--- src/rtl/gpio_cfg_pkg.sv ---
// rtl/gpio_cfg_pkg.sv - shared constants, FSM states and config-word field map for the GPIO control chains
//
// Purpose : common definitions used by the serial loader, housekeeping and the
//           GPIO control blocks.
// Ports   : none (package).

package gpio_cfg_pkg;

  // Chain geometry
  localparam int GPIO_CFG_BITS   = 13;
  localparam int GPIO_NUM_CHAIN1 = 19;  // GPIO 0..18
  localparam int GPIO_NUM_CHAIN2 = 19;  // GPIO 19..37
  localparam int GPIO_NUM_TOTAL  = GPIO_NUM_CHAIN1 + GPIO_NUM_CHAIN2;

  // Serial loader FSM
  typedef enum logic [2:0] {
    IDLE     = 3'd0,
    SHIFT_LO = 3'd1,
    SHIFT_HI = 3'd2,
    LOAD     = 3'd3,
    FINISH   = 3'd4
  } ser_state_e;

  // Bit offsets inside one 13-bit control-block configuration word
  localparam int CFG_MGMT_EN     = 0;   // management controls the pad
  localparam int CFG_OUT_DIS     = 1;   // output driver disable
  localparam int CFG_HOLD_OVR    = 2;   // hold override
  localparam int CFG_INP_DIS     = 3;   // input buffer disable
  localparam int CFG_IB_MODE_SEL = 4;   // input buffer mode select
  localparam int CFG_ANA_EN      = 5;   // analog bus enable
  localparam int CFG_ANA_SEL     = 6;   // analog bus select
  localparam int CFG_ANA_POL     = 7;   // analog bus polarity
  localparam int CFG_SLOW_SLEW   = 8;   // slow slew rate
  localparam int CFG_TRIP_SEL    = 9;   // input trip point select
  localparam int CFG_DM_LSB      = 10;  // drive mode, 3 bits
  localparam int CFG_DM_WIDTH    = 3;

endpackage

--- src/rtl/gpio_serial_divider.sv ---
// rtl/gpio_serial_divider.sv - half-period counter producing serial phase-advance strobes
//
// Purpose : while i_run is high, pulse o_tick on the last system clock of
//           every CLK_DIV-cycle phase. The count restarts from zero whenever
//           i_run is low, so the first phase after a start is a full one.
// Ports   : i_clock  system clock
//           i_reset  asynchronous active-high reset
//           i_run    phase counting enable
//           o_tick   strobe on the last cycle of each phase

module gpio_serial_divider #(
  parameter int CLK_DIV = 2
) (
  input  logic i_clock,
  input  logic i_reset,
  input  logic i_run,
  output logic o_tick
);

  localparam int CNT_W = (CLK_DIV > 1) ? $clog2(CLK_DIV) : 1;
  localparam logic [CNT_W-1:0] CNT_LAST = CNT_W'(CLK_DIV - 1);

  logic [CNT_W-1:0] r_cnt;
  logic             w_tick;

  assign w_tick = i_run && (r_cnt == CNT_LAST);
  assign o_tick = w_tick;

  always_ff @(posedge i_clock or posedge i_reset) begin
    if (i_reset) begin
      r_cnt <= '0;
    end else if (!i_run || w_tick) begin
      r_cnt <= '0;
    end else begin
      r_cnt <= r_cnt + 1'b1;
    end
  end

endmodule

--- src/rtl/gpio_serial_loader.sv ---
// rtl/gpio_serial_loader.sv - serial configuration engine for the two GPIO control-block chains
//
// Purpose : on xfer_start shifts every configuration word into both chains
//           (chain 1 GPIO 18..0, chain 2 GPIO 19..37, MSB first) and then
//           pulses serial_load. In bit-bang mode the bb_* levels are passed
//           through to the chains with one cycle of latency.
// Ports   : clock, reset                 system clock, async active-high reset
//           xfer_start                   single-cycle transfer request
//           gpio_config                  flat words, word g at [g*CFG_BITS +: CFG_BITS]
//           bb_enable                    bit-bang mode select
//           bb_resetn/load/clock         bit-bang control levels
//           bb_data_1, bb_data_2         bit-bang data per chain
//           serial_clock/load/resetn     shared chain controls (registered)
//           serial_data_1, serial_data_2 chain data (registered)
//           busy, done                   transfer in progress, end-of-transfer pulse

module gpio_serial_loader
  import gpio_cfg_pkg::*;
#(
  parameter int NUM_GPIO_1 = GPIO_NUM_CHAIN1,
  parameter int NUM_GPIO_2 = GPIO_NUM_CHAIN2,  // must equal NUM_GPIO_1
  parameter int CFG_BITS   = GPIO_CFG_BITS,
  parameter int CLK_DIV    = 2
) (
  input  logic                                       clock,
  input  logic                                       reset,
  input  logic                                       xfer_start,
  input  logic [(NUM_GPIO_1+NUM_GPIO_2)*CFG_BITS-1:0] gpio_config,
  input  logic                                       bb_enable,
  input  logic                                       bb_resetn,
  input  logic                                       bb_load,
  input  logic                                       bb_clock,
  input  logic                                       bb_data_1,
  input  logic                                       bb_data_2,
  output logic                                       serial_clock,
  output logic                                       serial_load,
  output logic                                       serial_resetn,
  output logic                                       serial_data_1,
  output logic                                       serial_data_2,
  output logic                                       busy,
  output logic                                       done
);

  localparam int NUM_GPIO = NUM_GPIO_1 + NUM_GPIO_2;
  localparam int IDX_W    = $clog2(NUM_GPIO);
  localparam int WORD_W   = (NUM_GPIO_1 > 1) ? $clog2(NUM_GPIO_1) : 1;
  localparam int BIT_W    = $clog2(CFG_BITS);

  localparam logic [WORD_W-1:0] LAST_WORD = WORD_W'(NUM_GPIO_1 - 1);
  localparam logic [BIT_W-1:0]  LAST_BIT  = BIT_W'(CFG_BITS - 1);

  ser_state_e          r_state;
  logic [BIT_W-1:0]    r_bit_cnt;
  logic [WORD_W-1:0]   r_word_cnt;
  // Staging registers hold the bits of the current word not yet presented.
  logic [CFG_BITS-1:0] r_shift_1;
  logic [CFG_BITS-1:0] r_shift_2;

  logic                w_run;
  logic                w_tick;
  logic [WORD_W-1:0]   w_word_sel;
  logic [IDX_W-1:0]    w_idx_1;
  logic [IDX_W-1:0]    w_idx_2;
  logic [CFG_BITS-1:0] w_words [NUM_GPIO];
  logic [CFG_BITS-1:0] w_cfg_1;
  logic [CFG_BITS-1:0] w_cfg_2;

  assign w_run = (r_state != IDLE);

  gpio_serial_divider #(
    .CLK_DIV (CLK_DIV)
  ) u_divider (
    .i_clock (clock),
    .i_reset (reset),
    .i_run   (w_run),
    .o_tick  (w_tick)
  );

  for (genvar g = 0; g < NUM_GPIO; g++) begin : g_words
    assign w_words[g] = gpio_config[g*CFG_BITS +: CFG_BITS];
  end

  // Index of the word to capture next: word 0 when starting a transfer,
  // otherwise the one after the current word.
  assign w_word_sel = (r_state == IDLE || r_word_cnt == LAST_WORD) ? '0 : r_word_cnt + 1'b1;

  // First-shifted data travels furthest: chain 1 counts down from GPIO 18,
  // chain 2 counts up from GPIO 19.
  assign w_idx_1 = IDX_W'(NUM_GPIO_1 - 1) - IDX_W'(w_word_sel);
  assign w_idx_2 = IDX_W'(NUM_GPIO_1) + IDX_W'(w_word_sel);
  assign w_cfg_1 = w_words[w_idx_1];
  assign w_cfg_2 = w_words[w_idx_2];

  always_ff @(posedge clock or posedge reset) begin
    if (reset) begin
      r_state       <= IDLE;
      r_bit_cnt     <= '0;
      r_word_cnt    <= '0;
      r_shift_1     <= '0;
      r_shift_2     <= '0;
      serial_clock  <= 1'b0;
      serial_load   <= 1'b0;
      serial_resetn <= 1'b0;
      serial_data_1 <= 1'b0;
      serial_data_2 <= 1'b0;
      busy          <= 1'b0;
      done          <= 1'b0;
    end else begin
      done <= 1'b0;
      case (r_state)
        IDLE: begin
          busy <= 1'b0;
          if (bb_enable) begin
            serial_clock  <= bb_clock;
            serial_load   <= bb_load;
            serial_resetn <= bb_resetn;
            serial_data_1 <= bb_data_1;
            serial_data_2 <= bb_data_2;
          end else begin
            serial_clock  <= 1'b0;
            serial_load   <= 1'b0;
            serial_resetn <= 1'b1;
            serial_data_1 <= 1'b0;
            serial_data_2 <= 1'b0;
            // busy is still high during the done cycle, which is spent in
            // IDLE; a request is only taken once busy has fallen.
            if (xfer_start && !busy) begin
              r_state       <= SHIFT_LO;
              busy          <= 1'b1;
              r_bit_cnt     <= '0;
              r_word_cnt    <= '0;
              r_shift_1     <= {w_cfg_1[CFG_BITS-2:0], 1'b0};
              r_shift_2     <= {w_cfg_2[CFG_BITS-2:0], 1'b0};
              serial_data_1 <= w_cfg_1[CFG_BITS-1];
              serial_data_2 <= w_cfg_2[CFG_BITS-1];
            end
          end
        end

        SHIFT_LO: begin
          if (w_tick) begin
            r_state      <= SHIFT_HI;
            serial_clock <= 1'b1;
          end
        end

        SHIFT_HI: begin
          if (w_tick) begin
            serial_clock <= 1'b0;
            if (r_bit_cnt == LAST_BIT) begin
              r_bit_cnt <= '0;
              if (r_word_cnt == LAST_WORD) begin
                r_word_cnt    <= '0;
                r_state       <= LOAD;
                serial_load   <= 1'b1;
                serial_data_1 <= 1'b0;
                serial_data_2 <= 1'b0;
              end else begin
                r_word_cnt    <= r_word_cnt + 1'b1;
                r_state       <= SHIFT_LO;
                r_shift_1     <= {w_cfg_1[CFG_BITS-2:0], 1'b0};
                r_shift_2     <= {w_cfg_2[CFG_BITS-2:0], 1'b0};
                serial_data_1 <= w_cfg_1[CFG_BITS-1];
                serial_data_2 <= w_cfg_2[CFG_BITS-1];
              end
            end else begin
              r_bit_cnt     <= r_bit_cnt + 1'b1;
              r_state       <= SHIFT_LO;
              r_shift_1     <= {r_shift_1[CFG_BITS-2:0], 1'b0};
              r_shift_2     <= {r_shift_2[CFG_BITS-2:0], 1'b0};
              serial_data_1 <= r_shift_1[CFG_BITS-1];
              serial_data_2 <= r_shift_2[CFG_BITS-1];
            end
          end
        end

        LOAD: begin
          if (w_tick) begin
            r_state     <= FINISH;
            serial_load <= 1'b0;
          end
        end

        FINISH: begin
          // busy stays high through the done cycle.
          if (w_tick) begin
            r_state <= IDLE;
            done    <= 1'b1;
          end
        end

        default: begin
          r_state <= IDLE;
        end
      endcase
    end
  end

endmodule

--- config.mk ---
export PLATFORM = sky130hd
export DESIGN_NAME = gpio_serial_loader
export DESIGN_NICKNAME = d
export VERILOG_FILES = /design/src/rtl/gpio_cfg_pkg.sv /design/src/rtl/gpio_serial_divider.sv /design/src/rtl/gpio_serial_loader.sv
export SDC_FILE = /design/constraint.sdc
export NUM_CORES = 1
export LEC_CHECK = 0
export ABC_AREA = 1
export BUFFER_PORTS_ARGS = -buffer_cell sky130_fd_sc_hd__buf_2
export CELL_PAD_IN_SITES_DETAIL_PLACEMENT = 0
export CELL_PAD_IN_SITES_GLOBAL_PLACEMENT = 1
export CORE_ASPECT_RATIO = 0.8
export CORE_MARGIN = 10
export CORE_UTILIZATION = 30
export CTS_CLUSTER_SIZE = 14
export DETAILED_ROUTE_END_ITERATION = 12
export PLACE_DENSITY_LB_ADDON = 0.1
export SYNTH_ARGS = -nofsm -noshare
export SYNTH_HDL_FRONTEND = slang
export SYNTH_SLANG_ARGS = --single-unit
--- constraint.sdc ---
create_clock -name clock -period 4.4 [get_ports clock]
set_input_delay 0.22 -clock clock [delete_from_list [all_inputs] [get_ports clock]]
set_output_delay 0.22 -clock clock [all_outputs]
set_load 0.01 [all_outputs]
# Word level (Yosys, flattened, before mapping)
# Index checks and enable logic that the tools add are counted.
# Widths: inputs -> output; s select.
[classes]
add_sub_neg = 5
magnitude_cmp = 2
eq_ne = 15
muxes = 66
bitwise_logic = 2
n_reduce_logical = 18
[ops]
columns = ["cell", "count"]
rows = [
  ["$mux 13", 14],
  ["$bmux 13 s6", 2],
  ["$pmux 13 s2", 2],
  ["$mux 5", 6],
  ["$mux 1", 23],
  ["$mux 3", 7],
  ["$mux 4", 4],
  ["$pmux 3 s5", 1],
  ["$reduce_and 5->1", 3],
  ["$ge 7x7->1 const B", 2],
  ["$not 6->7", 2],
  ["$ne 2x1->1 const B", 5],
  ["$pmux 5 s2", 1],
  ["$reduce_bool 3->1", 3],
  ["$pmux 4 s2", 1],
  ["$add 5x5->6 const A", 1],
  ["$eq 3x2->1 const B", 2],
  ["$ne 2x2->1 const B", 3],
  ["$pmux 1 s3", 2],
  ["$reduce_and 6->1", 1],
  ["$sub 5x5->6 const A", 1],
  ["$add 5x1->5 const B", 1],
  ["$eq 5x5->1 const B", 1],
  ["$add 4x1->4 const B", 1],
  ["15 further kinds", 19],
]
[word_totals]
regBits = 46
input_bits = 503
output_inout_bits = 7
word_cells = 121

# Longest topological paths before layout
[depth]
depth_word = 12
depth_mapped = 24
ltp_nobuf = 19

# Hierarchy
# From an unflattened synthesis, not the netlist that was laid out.
[hier_totals]
hier_cells = 2040
hier_area_um2 = 10323.7
[by_module_without_submodules]
columns = ["module", "instances", "cells_each", "area_per_inst_um2", "seq_area_each_um2"]
rows = [
  ["gpio_serial_loader", 1, 2034, 10277.4, 1076.0],
  ["gpio_serial_divider", 1, 6, 46.3, 25.0],
]

# Worst setup path before layout
# Ideal clock, no wire load.
[synth_timing]
kind = "register to register"
from = "reg r_word_cnt[0]"
to = "reg r_shift_2[7]"
setup_ns = 0.116
t_arrival_ns = 3.395
required_time_ns = 4.284
setup_slack_ns = 0.889
stages_incl_launch_ff = 25
path_buffers = 7
period_less_slack_ns = 3.511
cell_sequence = "dfrtp_1 -> inv_2 -> clkbuf_1 -> ha_1 -> nand2_1 -> inv_2 -> nand2_8 -> nand3_4 -> buf_4 -> buf_2 -> buf_4 -> ha_1 -> clkbuf_1 -> inv_1 -> clkbuf_1 -> clkbuf_1 -> a21oi_1 -> o21ai_0 -> nand3_1 -> nand3_1 -> nand3_1 -> nand2_1 -> nand2_1 -> nand2_1 -> nand2_1"
[synth_via]
elab_chain_cells = 12
word_cells_on_any_way = 17
cone_classes = "add/sub (2); eq/ne (2); mux (10); bitwise (1); reduce/logical (2)"
[synth_rtl]
columns = ["element", "line_no", "rtl"]
rows = [
  ["from (decl)", "gpio_serial_loader.sv:54", "logic [WORD_W-1:0] r_word_cnt;"],
  ["from (signal assigned)", "gpio_serial_loader.sv:159", "r_word_cnt <= r_word_cnt + 1'b1;"],
  ["branches (longest 12 deep; another with $add 5x5->6)", "n/a", ""],
  ["to (signal assigned)", "gpio_serial_loader.sv:133", "r_shift_2 <= {w_cfg_2[CFG_BITS-2:0], 1'b0};"],
  ["to (signal assigned)", "gpio_serial_loader.sv:162", "r_shift_2 <= {w_cfg_2[CFG_BITS-2:0], 1'b0};"],
  ["to (signal assigned)", "gpio_serial_loader.sv:170", "r_shift_2 <= {r_shift_2[CFG_BITS-2:0], 1'b0};"],
  ["to (decl)", "gpio_serial_loader.sv:57", "logic [CFG_BITS-1:0] r_shift_2;"],
]
# Parallel ways; which one is timed is not known. The select of a mux whose other input is x is not followed.
# A chain may end at the register's enable or synchronous reset.

# Worst setup path after layout
[layout_timing]
from = "reg r_word_cnt[0]"
to = "reg r_shift_1[4]"
[layout_via]
elab_chain_cells = 12
word_cells_on_any_way = 17
cone_classes = "add/sub (2); eq/ne (2); mux (10); bitwise (1); reduce/logical (2)"
[layout_rtl]
columns = ["element", "line_no", "rtl"]
rows = [
  ["branches (longest 12 deep; another with $sub 5x5->6)", "n/a", ""],
  ["to (signal assigned)", "gpio_serial_loader.sv:132", "r_shift_1 <= {w_cfg_1[CFG_BITS-2:0], 1'b0};"],
  ["to (signal assigned)", "gpio_serial_loader.sv:161", "r_shift_1 <= {w_cfg_1[CFG_BITS-2:0], 1'b0};"],
  ["to (signal assigned)", "gpio_serial_loader.sv:169", "r_shift_1 <= {r_shift_1[CFG_BITS-2:0], 1'b0};"],
  ["to (decl)", "gpio_serial_loader.sv:56", "logic [CFG_BITS-1:0] r_shift_1;"],
]
# Parallel ways; which one is timed is not known. The select of a mux whose other input is x is not followed.

==> results.toml <==
[global_route]
grt_pass1_vias = 14880
antenna_found_initial = 18
grt.total_usage = 0.2681
grt_max_degree = 270
overflow = 0
grt_pass1_wl_mm = 91.77

[sta]
max_slew_margin = 0.2525
hold_viol_final = 0
setup_viol = 0
timing.hold.ws_ns = 0.07371
rsz0062_at_grt = "false"
worstMarginPinSlew_ns = 1.120
fin_crit_ns = 3.759
fin_worst_skew_ns = 0.006376
setup_ws_ns = 0.6406
max_freq_mhz = 266.0
setup_tns_ns = 0
finalCritPeriodShare = 0.8544
final_max_slew_viol_count = 0

[synth]
synth_edf_count = 0
yosys.area.top_type = "nand2_1"
synth_area_leaders = "nand2_1, nand3_1, o21ai_0"
ys.flop_type = "dfrtp_1"
syn_nets = 2650
synth_top_area_frac = 0.2280
syn_avg_cell_area_sq_um = 4.988
seq_area_frac_synth = 0.1031
netlist_area_sq_um = 10680
yosysMostFrequentCell = "nand2_1"
ys.warnings.count = 0
ys_ff_latch = 44
ys_types = 39
syn_inst = 2142
ys_top_cells_by_count = "nand2_1, nand3_1, o21ai_0, inv_1, a21oi_1"
ys_async_sr_fraction = 1.000

[cells_and_area]
layout.nets = 3022
fill_cells = 4167
drive_above_1_share = 0.2394
syn2layout_area_growth_pct = 26.63

[cts]
htree_num_levels = 2
cts_sinks = 44
hold_buffers = 0
cts_inserted_buffers = 5
insertion_delay_ns = 0.31
clk_pin_slew_ns = 0.07
cts_setup_buffers = 0
ctsResizeCount = 0
cts-root-buf = "clkbuf_16"
clock_path_buffers = 2
cts_tree = "yes"

[setup_path]
cp-startpoint = "r_word_cnt[0]$_DFFE_PP0P_"
cp_max_fo = 103
critPathKind = "flop to flop"
r2r-start = "r_word_cnt[0]$_DFFE_PP0P_"
cp_data_arrival_time_ns = 3.96
cp-end-kind = "flop"
cp_common_cell = "nand2_1"
slowest_stage = "dfrtp_1"
cpPeakStageDelay_ns = 0.48
worstPathRequired_ns = 4.60
start_kind = "flop"
crit_path_cell_trace = "inv_2 > ha_1 > nand2_1 > inv_2 > nand2_8 > nand3_4 > ha_4 > buf_12 > buf_4 > a21oi_1 > o21ai_0 > nand3_1 > nand3_1 > nand2_1 > nand2_1 > nand2_1 > nand2_1 > nand2_1"

[detailed_routing]
drt_iter0_drc = 1759
first_pass_iters = 6
drc_errors = 0
via_count = 15651
wl_mm = 62.10
ant_nets = 0
routedWlPerCell_um = 20.70
vias_per_cell = 5.217

[floorplanning]
io_pins = 510
fp.dieH_um = 188.8
dieArea_sq_um = 43610
rows = 61
fp.coreArea_sq_um = 34960
start_util = 0.3056
fp.dieW_um = 231.0

[min_path]
min_path_type = "input port to asynchronous set/reset pin"

[power]
power_per_cell_area_nw_per_um2 = 1090
p_total_mw = 14.75
p_leak_nw = 7.463
ir_drop_mv = 1.168

[placed_design]
gp_congestion = 0.9118
portBuffers = 509
hpwlAfterDp_mm = 49.68
dp_worst_setup_slack_ns = 0.7098

[job]
drv_cap = 0

[run_status]
status = "finished clean"
report_power, final:
group / leakage [nW] / internal (mW) / total [mW] / switching (mW)
clock network: 0.0692 / 0.227 / 0.418 / 0.191
logic: 6.84 / 4.26 / 13.6 / 9.34
registers: 0.555 / 0.593 / 0.727 / 0.133
cell families after synthesis:
family,Yosys count,synth area share
buffers and inverters,394,0.1587
multiplexers,2,0.001991
AND/OR/NAND/NOR,1224,0.5015
AO/OA/AOI/OAI,470,0.2258
XOR/XNOR,3,0.003163
adder cells (fa/ha/maj),5,0.005855
flip-flops,44,0.1031
metrics by stage:
step	util	instance area (sq um)	cells
after detailed placement	0.3817	13340	2979
after CTS	0.3861	13500	2987
after global placement	0.3817	13340	2979
final	0.3870	13530	3000
after floorplan	-	10680	2142
after global routing	0.3867	13520	2995
state kept, by name, indices dropped and copies added (netlist names), 3 cells and up:
name,count
r_state,3
r_bit_cnt,4
r_shift_1,12
r_word_cnt,5
r_shift_2,12
metal layers:
metal	track usage	wire length, um
met1	0.3580	27530
met2	0.4435	29350
met3	0.04639	4430
met4	0.05178	732
met5	0	69
cells in the final DEF, fill, tap and decap left out, types with 25 or more instances in the layout:
cell and instances:
a21oi_1 151, buf_2 509, dfrtp_1 44, inv_1 203, nand2_1 649, nand3_1 394, nand4_1 25, nor2_1 115
o21ai_0 238, o21ai_1 47
layout make-up:
type                    instances  area [sq um]  share of cell area
diodes                         13         32.53            0.002405
inverters                     222         840.8             0.06215
clock buffers                   6         138.9             0.01027
repair buffers                537          2883              0.2131
well taps                     472         590.6             0.04365
clock inverters                 2         15.01            0.001110
flip-flops and latches         44          1101             0.08138
multi-input cells            1704          7928              0.5860
path summary, 6_finish.rpt:
path / cells past startpoint / slack [ns] / end
max in group asynchronous: 3 / 3.86 / r_shift_2[1]$_DFFE_PP0P_
min in group clock: 3 / 0.20 / serial_resetn$_DFFE_PP0P_
min: 3 / 0.07 / r_bit_cnt[0]$_DFFE_PP0P_
max reg2reg: 18 / 0.64 / r_shift_1[4]$_DFFE_PP0P_
min reg2reg: 2 / 0.48 / serial_resetn$_DFFE_PP0P_
max: 18 / 0.64 / r_shift_1[4]$_DFFE_PP0P_
worst max-delay path: cells and delay by family, from the launching register on:
family / cells / cell delay, ns
AO/OA/AOI/OAI: 2 / 0.21
buffers and inverters: 4 / 0.99
flip-flops: 1 / 0.48
AND/OR/NAND/NOR: 10 / 1.30
adder cells (fa/ha/maj): 2 / 0.59
Note: power is estimated with default switching activity, not from simulation.
